[config.mk]
export PLATFORM = sky130hd
export DESIGN_NAME = serial_subtractor_flat
export DESIGN_NICKNAME = d
export VERILOG_FILES = /design/src/rtl/serial_subtractor_if.sv /design/src/rtl/serial_subtractor.sv /design/src/flat_wrapper.sv
export SDC_FILE = /design/constraint.sdc
export NUM_CORES = 1
export LEC_CHECK = 0
export ABC_AREA = 1
export ABC_CLOCK_PERIOD_IN_PS = 1300
export BUFFER_PORTS_ARGS = -buffer_cell sky130_fd_sc_hd__buf_2
export CAP_MARGIN = 5
export CORE_ASPECT_RATIO = 1.1
export CORE_UTILIZATION = 25
export DETAILED_ROUTE_END_ITERATION = 12
export GPL_TIMING_DRIVEN = 0
export HOLD_SLACK_MARGIN = 0.08
export PLACE_DENSITY = 0.49
export SETUP_SLACK_MARGIN = 0.1
export SYNTH_ARGS = -nofsm -noshare
export SYNTH_HDL_FRONTEND = slang
export SYNTH_SLANG_ARGS = --single-unit
[constraint.sdc]
create_clock -name clk -period 1.3 [get_ports clk]
set_input_delay 0.26 -clock clk [delete_from_list [all_inputs] [get_ports clk]]
set_output_delay 0.26 -clock clk [all_outputs]
set_load 0.1 [all_outputs]
[src/rtl/serial_subtractor_if.sv]
// Handshake and operand/result bundle for the bit-serial subtractor.
// The Ovf signal exists only when SERIAL_SUB_OVF_EN is defined.
interface serial_subtractor_if #(
  parameter int unsigned WIDTH = 8
) ();
  logic             start;
  logic [WIDTH-1:0] A;
  logic [WIDTH-1:0] B;
  logic             Bin;
  logic             busy;
  logic             done;
  logic [WIDTH-1:0] D;
  logic             Bout;
`ifdef SERIAL_SUB_OVF_EN
  logic             Ovf;

  modport master (output start, A, B, Bin, input busy, done, D, Bout, Ovf);
  modport slave  (input start, A, B, Bin, output busy, done, D, Bout, Ovf);
`else
  modport master (output start, A, B, Bin, input busy, done, D, Bout);
  modport slave  (input start, A, B, Bin, output busy, done, D, Bout);
`endif
endinterface

[src/rtl/serial_subtractor.sv]
// Bit-serial two's-complement subtractor D = A - B - Bin, one bit per clock, LSB first.
// Define SERIAL_SUB_OVF_EN to add the signed-overflow output Ovf.
module serial_subtractor #(
  parameter int unsigned WIDTH = 8
) (
  input logic               clk,
  input logic               rst,
  serial_subtractor_if.slave bus
);
  localparam int unsigned CntW = $clog2(WIDTH);
  localparam logic [CntW-1:0] LastCnt = CntW'(WIDTH - 1);

  typedef enum logic [1:0] {StIdle, StRun, StDone} state_e;

  state_e           state_q, state_d;
  logic [WIDTH-1:0] a_sh_q, a_sh_d;
  logic [WIDTH-1:0] b_sh_q, b_sh_d;
  logic [WIDTH-1:0] res_q, res_d;
  logic             br_q, br_d;
  logic [CntW-1:0]  cnt_q, cnt_d;
  logic [WIDTH-1:0] d_q, d_d;
  logic             bout_q, bout_d;
`ifdef SERIAL_SUB_OVF_EN
  logic             ovf_q, ovf_d;
  logic             a_msb_q, a_msb_d;
  logic             b_msb_q, b_msb_d;
`endif

  logic             bit_a, bit_b, diff_bit, br_next;
  logic [WIDTH-1:0] res_shift;

  // Full-subtractor cell shared by every bit position.
  assign bit_a     = a_sh_q[0];
  assign bit_b     = b_sh_q[0];
  assign diff_bit  = bit_a ^ bit_b ^ br_q;
  assign br_next   = (~bit_a & bit_b) | (~(bit_a ^ bit_b) & br_q);
  assign res_shift = {diff_bit, res_q[WIDTH-1:1]};

  always_comb begin
    state_d = state_q;
    a_sh_d  = a_sh_q;
    b_sh_d  = b_sh_q;
    res_d   = res_q;
    br_d    = br_q;
    cnt_d   = cnt_q;
    d_d     = d_q;
    bout_d  = bout_q;
`ifdef SERIAL_SUB_OVF_EN
    ovf_d   = ovf_q;
    a_msb_d = a_msb_q;
    b_msb_d = b_msb_q;
`endif
    unique case (state_q)
      StIdle: begin
        if (bus.start) begin
          state_d = StRun;
          a_sh_d  = bus.A;
          b_sh_d  = bus.B;
          br_d    = bus.Bin;
          res_d   = '0;
          cnt_d   = '0;
`ifdef SERIAL_SUB_OVF_EN
          a_msb_d = bus.A[WIDTH-1];
          b_msb_d = bus.B[WIDTH-1];
`endif
        end
      end
      StRun: begin
        a_sh_d = a_sh_q >> 1;
        b_sh_d = b_sh_q >> 1;
        res_d  = res_shift;
        br_d   = br_next;
        cnt_d  = cnt_q + 1'b1;
        if (cnt_q == LastCnt) begin
          // Publish on the final bit so D/Bout are valid in the DONE cycle.
          state_d = StDone;
          d_d     = res_shift;
          bout_d  = br_next;
`ifdef SERIAL_SUB_OVF_EN
          ovf_d   = (a_msb_q != b_msb_q) && (diff_bit != a_msb_q);
`endif
        end
      end
      StDone:  state_d = StIdle;
      default: state_d = StIdle;
    endcase
  end

  always_ff @(posedge clk) begin
    if (rst) begin
      state_q <= StIdle;
      a_sh_q  <= '0;
      b_sh_q  <= '0;
      res_q   <= '0;
      br_q    <= 1'b0;
      cnt_q   <= '0;
      d_q     <= '0;
      bout_q  <= 1'b0;
`ifdef SERIAL_SUB_OVF_EN
      ovf_q   <= 1'b0;
      a_msb_q <= 1'b0;
      b_msb_q <= 1'b0;
`endif
    end else begin
      state_q <= state_d;
      a_sh_q  <= a_sh_d;
      b_sh_q  <= b_sh_d;
      res_q   <= res_d;
      br_q    <= br_d;
      cnt_q   <= cnt_d;
      d_q     <= d_d;
      bout_q  <= bout_d;
`ifdef SERIAL_SUB_OVF_EN
      ovf_q   <= ovf_d;
      a_msb_q <= a_msb_d;
      b_msb_q <= b_msb_d;
`endif
    end
  end

  assign bus.busy = (state_q != StIdle);
  assign bus.done = (state_q == StDone);
  assign bus.D    = d_q;
  assign bus.Bout = bout_q;
`ifdef SERIAL_SUB_OVF_EN
  assign bus.Ovf  = ovf_q;
`endif

endmodule

[src/flat_wrapper.sv]
// flat-port wrapper written by rule: the top's interface ports become plain ports
module serial_subtractor_flat 
#(
  parameter int unsigned WIDTH = 8
)
  (clk, rst, bus_start, bus_A, bus_B, bus_Bin, bus_busy, bus_done, bus_D, bus_Bout);
  serial_subtractor_if #(.WIDTH(WIDTH)) bus_i ();
  input logic clk;
  input logic rst;
  input wire logic [$bits(bus_i.start)-1:0] bus_start;
  input wire logic [$bits(bus_i.A)-1:0] bus_A;
  input wire logic [$bits(bus_i.B)-1:0] bus_B;
  input wire logic [$bits(bus_i.Bin)-1:0] bus_Bin;
  output wire logic [$bits(bus_i.busy)-1:0] bus_busy;
  output wire logic [$bits(bus_i.done)-1:0] bus_done;
  output wire logic [$bits(bus_i.D)-1:0] bus_D;
  output wire logic [$bits(bus_i.Bout)-1:0] bus_Bout;
  assign bus_i.start = bus_start;
  assign bus_i.A = bus_A;
  assign bus_i.B = bus_B;
  assign bus_i.Bin = bus_Bin;
  assign bus_busy = bus_i.busy;
  assign bus_done = bus_i.done;
  assign bus_D = bus_i.D;
  assign bus_Bout = bus_i.Bout;
  serial_subtractor #(.WIDTH(WIDTH)) u_core (.clk(clk), .rst(rst), .bus(bus_i));
endmodule
==> run_results.csv <==
group,metric,value,unit
status,outcome,"finished with violations",
status,violations,"setup timing",
power_and_ir_drop,power,2.87,mW
synth,synth_fp_nets,274,
synth,avgSynthCellArea,6.82,um^2
cts,cts-root-buf,"clkbuf_8",
critical_path,crit_fanout,6,
critical_path,worstPathArrival,1.18,ns
layout,n_antenna_cell,0,
power_and_ir_drop,p_int,2.12,mW
layout,final_util,40.4,%
layout,design_area,2660,um^2
synth,synthDistinctLibCells,20,
cts,htree_levels,2,
power_and_ir_drop,power.density,1080,nW/um^2
sta,max_freq,693,MHz
placed_design,place.gp.congestion,0.718,
power_and_ir_drop,pwr-share-comb,16.7,%
sta,max-slew-margin-rel,51.0,%
synth,synth.most_common_cell,"nand2_1",
cts,clk_pin_slew,0.08,ns
global_routing,grt_pass1_wl,7.47,mm
critical_path,reg2regPathDepth,8,
power_and_ir_drop,p_leak,1.22,nW
cts,clock_latency,0.29,ns
synth,syn_area,1710,um^2
layout,n_fill_cell,691,
sta,tightest_slew,0.735,ns
drt,wl_per_cell,12.2,um
global_routing,grtUsageTotal,13.8,%
synth,synthTopCellsByCount,"nand2_1 (83), nor2_1 (51), dfxtp_1 (38), inv_1 (20), nand3_1 (17)",
layout,drive_gt1_share,44.2,%
drt,dr.pass1.iters,5,
sta,fin_setup_tns,-0.317,ns
cts,clock_sinks,38,
placed_design,port_buffers,30,
global_routing,grt_overflow,0,
die,fp.dieW,80.9,um
sta,fin_crit,1.44,ns
sta,setup_ws,-0.142,ns
placed_design,post-dp-hpwl,2.80,mm
cts,cts_tree,"done",
power_and_ir_drop,swShare,25.9,%
drt,via_per_inst,4.36,
drt,antenna_left,0,
synth,netlist.area_leader.share,44.4,%
synth,ys_ff_latch,38,
sta,fin_crit_sh,111,%
critical_path,required,1.04,ns
synth,synthArstFlopShare,0,%
die,initial_core_util,26.0,%
synth,synth_cells,251,
sta,hold_viol,0,
drt,wl,4.79,mm
synth,synth.area.top_cells,"dfxtp_1 (44%), nand2_1 (18%), nor2_1 (11%)",
min_path,hold_path_depth,2,
run,drv_cap,0,
critical_path,critPathKind,"reg2out",
synth,synth_edf_count,0,
sta,finalMaxSlewViolations,0,
layout,fin_nets,332,
critical_path,critPathLaunchType,"flop",
synth,yosys_warnings,0,
sta,rsz0062_at_grt,"yes",
drt,vias,1709,
power_and_ir_drop,p_clk_share,39.9,%
layout,area_growth,55.4,%
global_routing,grt_max_degree,14,
placed_design,pre_cts_ws,-0.0788,ns
die,die_area,7190,um^2
layout,multi_input_area,993,um^2
drt,drtIter0Drc,33,
cts,clock_path_buffers,2,
synth,ys_seq_area_share,44.4,%
die,die_height,88.8,um
die,ios,31,
die,core,6590,um^2
power_and_ir_drop,p_switching,742,uW
layout,final-seq-area,783,um^2
synth,synth_top_cell_by_area,"dfxtp_1",
power_and_ir_drop,seqPwrFrac,43.4,%
synth,ys.flop_type,"dfxtp_1",
global_routing,antenna_found_initial,0,
critical_path,crit_path_end_kind,"primary output",
placed_design,postPlaceCellArea,2020,um^2
die,rows,31,
global_routing,grt_pass1_vias,1599,
cts,numCtsBuffers,5,
sta,setup_viol,7,
sta,clock_skew,0.00798,ns
min_path,hp-class,"in2reg",
power_and_ir_drop,ir_drop,0.000509,V
drt,drc,0,
==> power groups by stage <==
stage          Combinational [mW]  Clock [mW]  Sequential [mW]
4_1_cts                     0.459        1.18             1.24
6_report                    0.477        1.14             1.25
3_5_place_dp                0.341           0             1.27
2_1_floorplan               0.248           0             1.26
3_3_place_gp                0.340           0             1.27
5_1_grt                     0.525        1.22             1.25
==> per-stage QoR <==
step	hold slack, ns	std cells
after global placement	0.448	363
after global routing	0.215	392
after floorplan	0.322	251
after CTS	0.192	384
after detailed placement	0.457	363
final	0.211	392
==> cell families (layout without fill, tap and decap cells) <==
group / count (synthesis) / count (layout) / synth area share (%)
AO/OA/AOI/OAI: 22 / 22 / 7.09
buffers and inverters: 33 / 90 / 9.57
AND/OR/NAND/NOR: 155 / 157 / 36.3
flip-flops: 38 / 38 / 44.4
adder cells (fa/ha/maj): 3 / 3 / 2.63
==> final timing paths <==
path,start,to,slack (ns)
setup / recovery,u_core.state_q[1],bus_done,-0.14
hold / removal,rst,u_core.res_q[7],0.21
setup reg to reg,u_core.state_q[0],u_core.b_sh_q[0],-0.02
hold reg to reg,u_core.bus.Bout,u_core.bus.Bout,0.47
==> what timing repair did <==
action | 4_1_cts | 5_1_grt
gates cloned | 4 | 2
endpoints found under the setup margin | 43 | 41
hold buffers | 0 | 0
resized for setup | 67 | 41
pin swaps | 8 | 26
buffers inserted | 9 | 7
==> sequential cells by signal (all words and copies together) (netlist names) <==
register	cells
u_core.res_q	7
u_core.bus.D	8
u_core.b_sh_q	8
u_core.cnt_q	3
u_core.a_sh_q	8
u_core.state_q	2
u_core.br_q	1
u_core.bus.Bout	1
==> worst max-delay path: stages, from the launching register on <==
cell and delay, ns:
dfxtp_4 0.41, clkinv_8 0.06, buf_8 0.13, nor2_4 0.12, buf_12 0.18
==> layout by cell type (no fill, tap or decap), types with 3 or more instances in the layout <==
master	synthesis	routed
nor2_4	1	4
buf_2	2	19
buf_8	0	10
nand2_4	1	6
nand3_1	17	17
a21oi_2	0	10
o21ai_2	0	4
nand2_2	1	24
dfxtp_1	38	24
o21ai_0	9	4
clkbuf_8	0	5
buf_6	4	6
nor2_1	51	48
inv_1	20	17
buf_12	0	3
buf_4	2	18
dfxtp_2	0	12
nand2_1	83	56
==> routing by layer <==
layer  track usage [%]  up-vias  part of all wire [%]
li1                  -      886                     -
met1              16.4      792                    46
met2              24.8       25                    50
met3              2.16        6                   3.1
met4              4.87        0                  0.86
met5                 0        -                     0
==> final cells by class <==
class / count / area share [%]
clock inverters: 2 / 1.46
clock buffers: 6 / 3.53
multi-input cells: 182 / 37.3
well taps: 82 / 3.86
repair buffers: 49 / 15.7
flip-flops and latches: 38 / 29.4
inverters: 22 / 3.81
plain buffers: 11 / 4.84
(Power assumes the default switching activity.)
